File: src/rtl/tia_lfsr_counter_if.sv
// tia_lfsr_counter_if
//   Signal bundle for one tia_lfsr_counter instance.
//   Parameters: WIDTH (LFSR width), IDXW (index width), NDEC (decode channels).
//   master: drives en/rsyn and observes the counter outputs.
//   slave : the counter itself.
//     en    - advance strobe
//     rsyn  - synchronous restart request
//     out   - current LFSR state
//     idx   - binary index of the current state
//     wrap  - high while idx == PERIOD-1
//     dec   - per-channel decode of idx
//     rsynd - registered acknowledge of rsyn
interface tia_lfsr_counter_if #(
    parameter int unsigned WIDTH = 6,
    parameter int unsigned IDXW  = 6,
    parameter int unsigned NDEC  = 2
);
    logic             en;
    logic             rsyn;
    logic [WIDTH-1:0] out;
    logic [IDXW-1:0]  idx;
    logic             wrap;
    logic [NDEC-1:0]  dec;
    logic             rsynd;

    modport master (
        output en, rsyn,
        input  out, idx, wrap, dec, rsynd
    );

    modport slave (
        input  en, rsyn,
        output out, idx, wrap, dec, rsynd
    );
endinterface

File: src/rtl/tia_lfsr_counter.sv
// tia_lfsr_counter
//   Parametrised XNOR-feedback LFSR counter with a programmable period and a
//   bank of registered state decoders (generalised TIA horizontal counter).
//   Ports:
//     clk - master clock, rising edge
//     rl  - asynchronous active-low reset
//     bus - tia_lfsr_counter_if.slave (en, rsyn in; out, idx, wrap, dec, rsynd out)
//   The interface must be instantiated with IDXW = $clog2(PERIOD) (1 for PERIOD=2).
module tia_lfsr_counter #(
    parameter int unsigned         WIDTH   = 6,
    parameter logic [WIDTH-1:0]    TAPS    = 6'b000011,
    parameter int unsigned         PERIOD  = 57,
    parameter int unsigned         NDEC    = 2,
    parameter logic [NDEC*8-1:0]   DEC_IDX = {8'd0, 8'd56}
) (
    input  logic              clk,
    input  logic              rl,
    tia_lfsr_counter_if.slave bus
);

    localparam int unsigned IDXW = (PERIOD > 2) ? $clog2(PERIOD) : 1;

    function automatic logic [WIDTH-1:0] lfsr_step(input logic [WIDTH-1:0] s);
        return {~^(s & TAPS), s[WIDTH-1:1]};
    endfunction

    // State reached from zero after PERIOD-1 steps: the last state of the cycle.
    function automatic logic [WIDTH-1:0] calc_end_state();
        logic [WIDTH-1:0] s;
        s = '0;
        for (int unsigned i = 1; i < PERIOD; i++) begin
            s = lfsr_step(s);
        end
        return s;
    endfunction

    // The sequence must not revisit zero before the end of the requested period.
    function automatic bit calc_period_ok();
        logic [WIDTH-1:0] s;
        s = '0;
        for (int unsigned i = 1; i < PERIOD; i++) begin
            s = lfsr_step(s);
            if (s == '0) return 1'b0;
        end
        return 1'b1;
    endfunction

    function automatic bit calc_dec_ok();
        for (int unsigned k = 0; k < NDEC; k++) begin
            if (32'(DEC_IDX[8*k +: 8]) >= PERIOD) return 1'b0;
        end
        return 1'b1;
    endfunction

    // Channels decoding index 0 are active straight out of reset.
    function automatic logic [NDEC-1:0] calc_dec_rst();
        logic [NDEC-1:0] r;
        r = '0;
        for (int unsigned k = 0; k < NDEC; k++) begin
            r[k] = (DEC_IDX[8*k +: 8] == 8'd0);
        end
        return r;
    endfunction

    localparam logic [WIDTH-1:0] END_STATE = calc_end_state();
    localparam bit               PERIOD_OK = calc_period_ok();
    localparam bit               DEC_OK    = calc_dec_ok();
    localparam logic [NDEC-1:0]  DEC_RST   = calc_dec_rst();
    localparam logic [IDXW-1:0]  LAST_IDX  = IDXW'(PERIOD - 1);

    if (WIDTH < 2 || WIDTH > 16) begin : g_bad_width
        $error("tia_lfsr_counter: WIDTH must be 2..16");
    end
    if (NDEC < 1 || NDEC > 8) begin : g_bad_ndec
        $error("tia_lfsr_counter: NDEC must be 1..8");
    end
    if (PERIOD < 2 || !PERIOD_OK) begin : g_bad_period
        $error("tia_lfsr_counter: PERIOD exceeds the natural period of TAPS or is below 2");
    end
    if (!DEC_OK) begin : g_bad_dec
        $error("tia_lfsr_counter: every DEC_IDX entry must be below PERIOD");
    end

    logic [WIDTH-1:0] out_q,  out_d;
    logic [IDXW-1:0]  idx_q,  idx_d;
    logic             wrap_q, wrap_d;
    logic [NDEC-1:0]  dec_q,  dec_d;
    logic             rsynd_q;

    // wrap/dec are decoded from the next index so the registered flags line
    // up with out/idx in the same cycle.
    always_comb begin
        out_d = out_q;
        idx_d = idx_q;
        if (bus.rsyn) begin
            out_d = '0;
            idx_d = '0;
        end else if (bus.en) begin
            if (out_q == END_STATE) begin
                out_d = '0;
                idx_d = '0;
            end else begin
                out_d = lfsr_step(out_q);
                idx_d = idx_q + IDXW'(1);
            end
        end

        wrap_d = (idx_d == LAST_IDX);
        dec_d  = '0;
        for (int unsigned k = 0; k < NDEC; k++) begin
            dec_d[k] = (32'(idx_d) == 32'(DEC_IDX[8*k +: 8]));
        end
    end

    always_ff @(posedge clk or negedge rl) begin
        if (!rl) begin
            out_q   <= '0;
            idx_q   <= '0;
            wrap_q  <= 1'b0;
            dec_q   <= DEC_RST;
            rsynd_q <= 1'b0;
        end else begin
            out_q   <= out_d;
            idx_q   <= idx_d;
            wrap_q  <= wrap_d;
            dec_q   <= dec_d;
            rsynd_q <= bus.rsyn;
        end
    end

    assign bus.out   = out_q;
    assign bus.idx   = idx_q;
    assign bus.wrap  = wrap_q;
    assign bus.dec   = dec_q;
    assign bus.rsynd = rsynd_q;

endmodule

File: src/flat_wrapper.sv
// flat-port wrapper written by rule: the top's interface ports become plain ports
module tia_lfsr_counter_flat 
#(
    parameter int unsigned         WIDTH   = 6,
    parameter logic [WIDTH-1:0]    TAPS    = 6'b000011,
    parameter int unsigned         PERIOD  = 57,
    parameter int unsigned         NDEC    = 2,
    parameter logic [NDEC*8-1:0]   DEC_IDX = {8'd0, 8'd56}
)
  (clk, rl, bus_en, bus_rsyn, bus_out, bus_idx, bus_wrap, bus_dec, bus_rsynd);
  tia_lfsr_counter_if #(.WIDTH(WIDTH), .IDXW(6), .NDEC(NDEC)) bus_i ();
  input  logic clk;
  input  logic rl;
  input wire logic [$bits(bus_i.en)-1:0] bus_en;
  input wire logic [$bits(bus_i.rsyn)-1:0] bus_rsyn;
  output wire logic [$bits(bus_i.out)-1:0] bus_out;
  output wire logic [$bits(bus_i.idx)-1:0] bus_idx;
  output wire logic [$bits(bus_i.wrap)-1:0] bus_wrap;
  output wire logic [$bits(bus_i.dec)-1:0] bus_dec;
  output wire logic [$bits(bus_i.rsynd)-1:0] bus_rsynd;
  assign bus_i.en = bus_en;
  assign bus_i.rsyn = bus_rsyn;
  assign bus_out = bus_i.out;
  assign bus_idx = bus_i.idx;
  assign bus_wrap = bus_i.wrap;
  assign bus_dec = bus_i.dec;
  assign bus_rsynd = bus_i.rsynd;
  tia_lfsr_counter #(.WIDTH(WIDTH), .TAPS(TAPS), .PERIOD(PERIOD), .NDEC(NDEC), .DEC_IDX(DEC_IDX)) u_core (.clk(clk), .rl(rl), .bus(bus_i));
endmodule
File: config.mk
export PLATFORM = sky130hd
export DESIGN_NAME = tia_lfsr_counter_flat
export DESIGN_NICKNAME = d
export VERILOG_FILES = /design/src/rtl/tia_lfsr_counter_if.sv /design/src/rtl/tia_lfsr_counter.sv /design/src/flat_wrapper.sv
export SDC_FILE = /design/constraint.sdc
export NUM_CORES = 1
export LEC_CHECK = 0
export ABC_CLOCK_PERIOD_IN_PS = 3900
export CORE_MARGIN = 5
export CORE_UTILIZATION = 48
export DETAILED_ROUTE_END_ITERATION = 12
export GPL_TIMING_DRIVEN = 0
export PLACE_DENSITY_LB_ADDON = 0.2
export SKIP_LAST_GASP = 1
export SYNTH_ARGS = -nofsm -noshare
export SYNTH_HDL_FRONTEND = slang
export SYNTH_SLANG_ARGS = --single-unit
File: constraint.sdc
create_clock -name clk -period 3.9 [get_ports clk]
set_input_delay 1.17 -clock clk [delete_from_list [all_inputs] [get_ports clk]]
set_output_delay 1.17 -clock clk [all_outputs]
set_load 0.05 [all_outputs]
==> metrics.yaml, run 1 <==
floorplanning:
  core_area_um2: 1520
  die_y_um: 50.4
  die-area_um2: 2540
  rows: 14
  ios: 20
  die_w_um: 50.4
  start_util_pct: 51.4
layout:
  nets: 103
  multi_input_area_um2: 368
  layout-drive-gt1-share_pct: 12.5
  diodes: 0
  n_fill_cell: 128
  areaGrowthSynthToFinish_pct: 30.2
  seqCellArea_um2: 377
clock_tree:
  cts_buffers: 3
  cts_root_buf: "clkbuf_4"
  clkSinkCount: 15
  cts.clk_slew.worst_paths_ns: 0.09
  postCtsSetupBuffers: 0
  clock_latency_ns: 0.29
  htreeDepth: 1
  cts_resized: 0
  clockBufferDepth: 2
  ctsHoldBuffers: 0
  cts_tree: "done"
power:
  p_leak_nw: 0.433
  power.density_nw_per_um2: 313
  vdd_ir_drop_max_mv: 0.206
  finalPower_mw: 0.319
synth:
  syn_inst: 73
  ys_types: 31
  syn_area_per_cell_um2: 10.7
  synthesis.area_um2: 783
  synth_seq_area_share_pct: 48.1
  syn_nets: 79
  synth-seq-cells: 15
  yosys_warnings: 0
routing:
  drtPass1Iterations: 3
  drt_iter0_drc: 4
  drc: 0
  wirelength_um: 1600
  vias_per_cell: 5.37
  vias: 601
  wire_per_inst_um: 14.3
  final_antenna_net_count: 0
timing:
  fin_crit_sh_pct: 71.8
  final_hold_viol_count: 0
  drv_slew: 0
  worst_pin_slew_ns: 0.681
  min_period_ns: 2.80
  rsz0062_at_grt: "no"
  skew_ns: 0.000699
  slew_headroom_pct: 54.4
  clock.fmax_mhz: 357
  finalSetupViolCount: 0
  tns_ns: 0
setup_path:
  path_class: "register to output pin"
  reg2reg_depth: 5
  crit_chain: "clkdlybuf4s50_1"
  critical-path-max-stage-delay_ns: 0.86
  r2r_slack_ns: 2.40
  reg2reg_from: "u_core.bus.idx[0]"
  cp_top_family: "buffers and inverters"
  worstPathRequired_ns: 2.73
  start_kind: "register"
  r2r-end: "u_core.bus.dec[1]"
  slowest_stage: "clkdlybuf4s50_1"
  crit_arrival_ns: 1.63
  cp-startpoint: "u_core.bus.idx[0]"
  crit_fanout: 7
  setup.worst_path.end_class: "output pin"
  path_buf_inv: 1
placed_design:
  post-dp-hpwl_um: 1190
  port_buffers: 19
  place.gp.congestion: 0.777
worst_hold_path:
  min_path_cells: 2
  whs_endpoint: "u_core.bus.out[4]"
  hold_path.startpoint: "u_core.bus.out[5]"
  hold_path.class: "register to register"
global_routing:
  grt_first_pass_wirelength_um: 2730
  grt_overflow_total: 0
  grtUsageTotal_pct: 13.9
  grt_pass1_vias: 620
  grt_antenna_before_repair: 0
  grt_max_degree: 16
outcome:
  outcome: "complete, no violations"
flow_run:
  maxCapViolCount: 0
## cells in the mapped netlist (all sizes together)
cell    number  area share [%]
nor4         1             1.6
nor3         1            0.64
xnor2        4             4.5
mux2i        3             3.8
o22a         1             1.1
nor2         6             2.9
and2         3             2.4
o21ai        1             1.1
a31oi        1             2.7
a21boi       1            0.96
a21o         1            0.96
ha           2             3.2
o31a         1             1.1
nand2        6             3.2
dfrtp       14              45
nand3        3             1.9
nand2b       4             3.2
inv          3             1.4
and4bb       1             2.1
buf          3             3.0
o31ai        1            0.96
a21oi        4             2.6
dfstp        1             3.4
clkbuf       1            0.48
o311a        2             2.6
nand4        2             1.6
and3         1            0.80
xor2         1             1.1
## area by class of cell
| class | instances | area share [%] |
|---|---|---|
| multi-input cells | 51 | 36.1 |
| plain buffers | 4 | 2.70 |
| inverters | 3 | 1.10 |
| repair buffers | 19 | 18.7 |
| flip-flops and latches | 15 | 36.9 |
| well taps | 16 | 1.96 |
| clock buffers | 4 | 2.58 |
## registers in the layout (all words and copies together), names as in the netlist
signal and flops:
u_core.bus.idx 6, u_core.bus.out 6, u_core.bus.rsynd 1, u_core.bus.dec 2
## metrics by stage
stage | setup WS, ns | utilization, % | hold WS (ns) | instance area [um2] | std cells
2_1_floorplan | 1.84 | - | 0.792 | 783 | 73
4_1_cts | 1.11 | 66.9 | 0.591 | 1020 | 112
3_3_place_gp | 1.24 | 65.2 | 0.564 | 993 | 108
5_1_grt | 1.04 | 66.9 | 0.619 | 1020 | 112
3_5_place_dp | 1.27 | 65.2 | 0.562 | 993 | 108
6_report | 1.10 | 66.9 | 0.583 | 1020 | 112
## worst max-delay path by stage
stage                             end  slack, ns  depth (start not counted)
CTS                        bus_idx[0]       1.11                          1
floorplan                  bus_dec[0]       1.84                          1
finish                     bus_idx[0]       1.10                          1
global route               bus_idx[0]       1.04                          1
detailed placement  u_core.bus.dec[1]       1.27                          6
global placement    u_core.bus.dec[1]       1.24                          6
## report_power, final
part	switching, mW	internal (mW)	leakage [nW]	total (mW)
Sequential	0.00587	0.162	0.200	0.167
Clock	0.0521	0.0399	0.0150	0.0920
Combinational	0.0374	0.0223	0.218	0.0597
## cell families after synthesis
family                     after synthesis  share of synthesized area (%)
buffers and inverters                    7                           4.95
and+or+nand+nor                         28                           20.3
adders and majority gates                2                           3.19
AOI/OAI and AO/OA                       13                           14.1
muxes                                    3                           3.83
xor gates and xnor gates                 5                           5.59
DFF                                     15                           48.1
## cell usage in the layout (no fill, tap or decap), types with 2 or more instances in the layout
cell              n
clkdlybuf4s50_1  19
dfrtp_1          14
nor2_1            6
nand2_1           5
xnor2_1           4
nand2b_1          4
a21oi_1           4
inv_1             3
and2_1            3
nand3_1           3
mux2i_1           3
clkbuf_4          3
clkbuf_1          2
nand4_1           2
o311a_1           2
ha_1              2
## layer usage
| metal | global-route usage (%) | share of wire, % | vias to the layer above |
|---|---|---|---|
| li1 | - | - | 303 |
| met1 | 16.3 | 44 | 282 |
| met2 | 23.0 | 48 | 13 |
| met3 | 4.44 | 6.0 | 3 |
| met4 | 6.38 | 1.8 | 0 |
| met5 | 0 | 0 | - |
## worst reg2reg max path, stage by stage (launching register included)
cell and delay, ns:
dfrtp_1 0.48, ha_1 0.22, nand4_1 0.11, xnor2_1 0.18, o31ai_1 0.26, o311a_1 0.20
Note: power is estimated with default switching activity, not from simulation.
==> inputs of run 2 (changes only) <==
--- a/config.mk
+++ b/config.mk
@@ -5,9 +5,9 @@
 export SDC_FILE = /design/constraint.sdc
 export NUM_CORES = 1
 export LEC_CHECK = 0
-export ABC_CLOCK_PERIOD_IN_PS = 3900
+export ABC_CLOCK_PERIOD_IN_PS = 2700
 export CORE_MARGIN = 5
-export CORE_UTILIZATION = 48
+export CORE_UTILIZATION = 46
 export DETAILED_ROUTE_END_ITERATION = 12
 export GPL_TIMING_DRIVEN = 0
 export PLACE_DENSITY_LB_ADDON = 0.2
==> constraint.sdc (replaced) <==
create_clock -name clk -period 2.7 [get_ports clk]
set_input_delay 0.81 -clock clk [delete_from_list [all_inputs] [get_ports clk]]
set_output_delay 0.81 -clock clk [all_outputs]
set_load 0.05 [all_outputs]
==> run 2 against run 1 <==
Compared with the run above:
- combinational power increased by 43%
- flip-flop and latch count unchanged
- critical path depth unchanged
- die area increased by 3.5%
- non-clock buffer count unchanged
- cell area increased by 0.12%
==> metrics.yaml, run 2 (synthesis gave the netlist of run 1 again) <==
timing:
  min_period_ns: 2.42
  rsz0062_at_grt: "no"
  hold_slack_ns: 0.579
  final_hold_viol_count: 0
  drv_slew: 0
  worst_pin_slew_ns: 0.654
  slew_headroom_pct: 56.3
  finalSetupViolCount: 0
  skew_ns: 0.00134
  clock.fmax_mhz: 414
  fin_crit_sh_pct: 89.5
  tns_ns: 0
layout:
  diodes: 0
  final_cells: 113
  nets: 103
  final_common_cell: "clkdlybuf4s50_1"
  n_fill_cell: 147
  layout_common_cells: "19 x clkdlybuf4s50_1, 14 x dfrtp_1, 6 x nor2_1"
  areaGrowthSynthToFinish_pct: 30.4
  final_area_um2: 1020
  layout-drive-gt1-share_pct: 12.5
floorplanning:
  die_w_um: 51.3
  ios: 20
  die_y_um: 51.3
  rows: 15
  die-area_um2: 2630
  core_area_um2: 1670
  start_util_pct: 46.9
clock_tree:
  cts_buffers: 3
  cts_tree: "done"
  cts.clk_slew.worst_paths_ns: 0.09
  clock_latency_ns: 0.27
  ctsHoldBuffers: 0
  cts_resized: 0
  clkSinkCount: 15
  htreeDepth: 1
  clockBufferDepth: 2
  postCtsSetupBuffers: 0
  cts_root_buf: "clkbuf_4"
setup_path:
  setup.worst_path.end_class: "output pin"
  crit_fanout: 7
  path_class: "register to output pin"
  cp_top_family: "buffers and inverters"
  crit_arrival_ns: 1.61
  start_kind: "register"
  crit_chain: "clkdlybuf4s50_1"
  critical-path-max-stage-delay_ns: 0.85
  path_buf_inv: 1
  slowest_stage: "clkdlybuf4s50_1"
  worstPathRequired_ns: 1.89
routing:
  wirelength_um: 1470
  wire_per_inst_um: 13.0
  final_antenna_net_count: 0
  vias_per_cell: 5.32
  drc: 0
  drt_iter0_drc: 0
  vias: 601
  drtPass1Iterations: 1
power:
  p_leak_nw: 0.433
  power.density_nw_per_um2: 442
  vdd_ir_drop_max_mv: 0.216
  switching_power_mw: 0.129
  swShare_pct: 28.5
  seq_power_share_pct: 53.7
  comb_power_share_pct: 18.9
  clkPwrFrac_pct: 27.4
  finalPower_mw: 0.451
  p_int_mw: 0.323
flow_run:
  maxCapViolCount: 0
worst_hold_path:
  hold_path.class: "register to register"
placed_design:
  place_area_um2: 995
  post-dp-hpwl_um: 1120
  place.gp.congestion: 0.840
  port_buffers: 19
  dp_cells: 109
global_routing:
  grt_overflow_total: 0
  grt_first_pass_wirelength_um: 2590
  grt_max_degree: 16
  grtUsageTotal_pct: 12.9
  grt_antenna_before_repair: 0
  grt_pass1_vias: 639
outcome:
  outcome: "complete, no violations"
## run 2: cell counts in the layout (fill, tap and decap cells not counted)
Identical to the previous run, type by type.
## run 2: layout make-up
class | count | area (um2) | share of cell area [%]
Clock buffer | 4 | 26.3 | 2.57
Timing Repair Buffer | 19 | 190 | 18.6
Inverter | 3 | 11.3 | 1.10
Multi-Input combinational cell | 51 | 368 | 36.0
Tap cell | 17 | 21.3 | 2.08
Buffer | 4 | 27.5 | 2.70
Sequential cell | 15 | 377 | 36.9
## run 2: power groups by stage
| stage | clock [mW] | sequential [mW] | combinational [mW] |
|---|---|---|---|
| global route | 0.144 | 0.244 | 0.0917 |
| floorplan | 0 | 0.273 | 0.0277 |
| finish | 0.124 | 0.242 | 0.0852 |
| detailed placement | 0 | 0.247 | 0.0861 |
| global placement | 0 | 0.246 | 0.0858 |
| CTS | 0.129 | 0.242 | 0.0864 |
## run 2: final timing paths
path / startpoint / end / slack [ns] / cells after the start
setup / recovery: u_core.bus.idx[0] / bus_idx[0] / 0.28 / 1
hold / removal: u_core.bus.out[3] / u_core.bus.out[3] / 0.58 / 2
setup reg to reg: u_core.bus.idx[0] / u_core.bus.dec[1] / 1.20 / 5
hold reg to reg: u_core.bus.out[3] / u_core.bus.out[3] / 0.58 / 2
max in group asynchronous: rl / u_core.bus.idx[4] / 1.35 / 1
min in group asynchronous: rl / u_core.bus.idx[3] / 0.94 / 1
## run 2: routing by layer
metal  track usage (%)  vias up  part of all wire [%]
met4              6.11        0                   1.8
met1              15.7      287                    47
met3              4.08        4                   4.6
met5                 0        -                     0
li1                  -      297                     -
met2              20.6       13                    46
## run 2: metrics by stage
step | utilization [%] | worst slack, ns
global placement | 59.6 | 0.407
floorplan | - | 0.987
global route | 61.1 | 0.206
finish | 61.1 | 0.284
detailed placement | 59.6 | 0.398
CTS | 61.1 | 0.269
==> inputs of run 3 (changes only) <==
--- a/config.mk
+++ b/config.mk
@@ -5,11 +5,12 @@
 export SDC_FILE = /design/constraint.sdc
 export NUM_CORES = 1
 export LEC_CHECK = 0
-export ABC_CLOCK_PERIOD_IN_PS = 2700
+export ABC_CLOCK_PERIOD_IN_PS = 2600
 export CORE_MARGIN = 5
-export CORE_UTILIZATION = 46
+export CORE_UTILIZATION = 35
 export DETAILED_ROUTE_END_ITERATION = 12
 export GPL_TIMING_DRIVEN = 0
+export MAX_ROUTING_LAYER = met4
 export PLACE_DENSITY_LB_ADDON = 0.2
 export SKIP_LAST_GASP = 1
 export SYNTH_ARGS = -nofsm -noshare
==> constraint.sdc (replaced) <==
create_clock -name clk -period 2.6 [get_ports clk]
set_input_delay 0.78 -clock clk [delete_from_list [all_inputs] [get_ports clk]]
set_output_delay 0.78 -clock clk [all_outputs]
set_load 0.05 [all_outputs]
==> run 3 against run 2 <==
Compared with the run above:
- combinational power grew 5.2%
- highest routed layer unchanged
- critical path type unchanged
- routed wire length up 3.5%
- utilization decreased by 13 points
- total power is 4.8% higher
==> metrics.yaml, run 3 (synthesis gave the netlist of run 1 again) <==
timing:
  min_period_ns: 2.39
  worst_pin_slew_ns: 0.662
  rsz0062_at_grt: "no"
  clock.fmax_mhz: 418
  drv_slew: 0
  skew_ns: 0.00732
  finalSetupViolCount: 0
  tns_ns: 0
  final_hold_viol_count: 0
  slew_headroom_pct: 55.7
  setup_ws_ns: 0.206
  fin_crit_sh_pct: 92.1
routing:
  drtPass1Iterations: 4
  drt_iter0_drc: 7
  wire_per_inst_um: 12.3
  wirelength_um: 1530
  vias_per_cell: 4.60
  drc: 0
  vias: 570
  final_antenna_net_count: 0
placed_design:
  place.gp.congestion: 0.782
  port_buffers: 19
  pre_cts_slack_ns: 0.342
  post-dp-hpwl_um: 1170
global_routing:
  grt_antenna_before_repair: 0
  grt_pass1_vias: 594
  grtUsageTotal_pct: 10.7
  grt_first_pass_wirelength_um: 2690
  grt_max_degree: 16
  grt_overflow_total: 0
setup_path:
  crit_chain: "clkdlybuf4s50_1"
  r2r_slack_ns: 1.10
  crit_arrival_ns: 1.61
  crit_cells: 1
  start_kind: "register"
  cp-startpoint: "u_core.bus.idx[0]"
  critical-path-max-stage-delay_ns: 0.86
  path_buf_inv: 1
  cp_top_family: "buffers and inverters"
  crit_fanout: 7
  crit_path_end: "bus_idx[0]"
  reg2reg_from: "u_core.bus.idx[0]"
  reg2reg_depth: 5
  worstPathRequired_ns: 1.82
  path_class: "register to output pin"
  r2r-end: "u_core.bus.dec[1]"
  slowest_stage: "clkdlybuf4s50_1"
  setup.worst_path.end_class: "output pin"
power:
  swShare_pct: 29.1
  seq_power_share_pct: 53.0
  p_leak_nw: 0.433
  vdd_ir_drop_max_mv: 0.259
  switching_power_mw: 0.138
  power.density_nw_per_um2: 457
  comb_power_share_pct: 18.9
  p_int_mw: 0.335
  clkPwrFrac_pct: 28.0
clock_tree:
  clkSinkCount: 15
  ctsHoldBuffers: 0
  cts_tree: "done"
  clock_latency_ns: 0.28
  htreeDepth: 1
  cts.clk_slew.worst_paths_ns: 0.09
  clockBufferDepth: 2
  cts_root_buf: "clkbuf_4"
  cts_buffers: 3
  cts_resized: 0
  postCtsSetupBuffers: 0
floorplanning:
  ios: 20
  rows: 17
  start_util_pct: 36.1
  die_w_um: 57.3
  die_y_um: 57.3
  die-area_um2: 3280
  core_area_um2: 2170
layout:
  layout_common_cells: "19 x clkdlybuf4s50_1, 14 x dfrtp_1, 6 x nor2_1"
  diodes: 0
  nets: 103
  final_util_pct: 47.7
  final_common_cell: "clkdlybuf4s50_1"
  layout-drive-gt1-share_pct: 12.5
  areaGrowthSynthToFinish_pct: 32.1
worst_hold_path:
  hold_path.startpoint: "u_core.bus.out[5]"
  hold_path.class: "register to register"
outcome:
  outcome: "complete, no violations"
flow_run:
  maxCapViolCount: 0
==> run 3: layer usage <==
metal | vias to the layer above | track usage, % | wire length [um]
li1 | 301 | - | -
met1 | 258 | 14.2 | 748
met2 | 9 | 16.2 | 702
met3 | 2 | 2.26 | 57
met4 | 0 | 3.97 | 17
met5 | - | - | 0
==> run 3: power groups by stage <==
stage | logic (mW) | registers, mW | clock network (mW)
after floorplan | 0.0288 | 0.284 | 0
after global placement | 0.0903 | 0.256 | 0
after detailed placement | 0.0908 | 0.256 | 0
after CTS | 0.0910 | 0.251 | 0.138
after global routing | 0.0961 | 0.253 | 0.146
final | 0.0896 | 0.251 | 0.133
==> run 3: layout make-up <==
cell class | instances | area, um2
plain buffers | 4 | 27.5
flip-flops and latches | 15 | 377
fillers | 215 | 1130
multi-input cells | 51 | 368
well taps | 28 | 35.0
clock buffers | 4 | 26.3
repair buffers | 19 | 190
inverters | 3 | 11.3
==> run 3: how the worst min path moves through the flow <==
stage	to	slack [ns]	depth (start not counted)
CTS	u_core.bus.out[5]	0.59	2
detailed placement	u_core.bus.out[5]	0.57	2
global placement	u_core.bus.out[3]	0.56	2
floorplan	u_core.bus.dec[0]	0.48	0
finish	u_core.bus.out[5]	0.58	2
global route	u_core.bus.out[5]	0.63	2
==> run 3: metrics by stage <==
step / area [um2] / instances / hold slack [ns] / power (mW)
after floorplan: 783 / 73 / 0.484 / 0.313
after global placement: 1010 / 120 / 0.563 / 0.346
after detailed placement: 1010 / 120 / 0.566 / 0.346
after CTS: 1030 / 124 / 0.591 / 0.480
after global routing: 1030 / 124 / 0.632 / 0.495
final: 1030 / 124 / 0.581 / 0.473
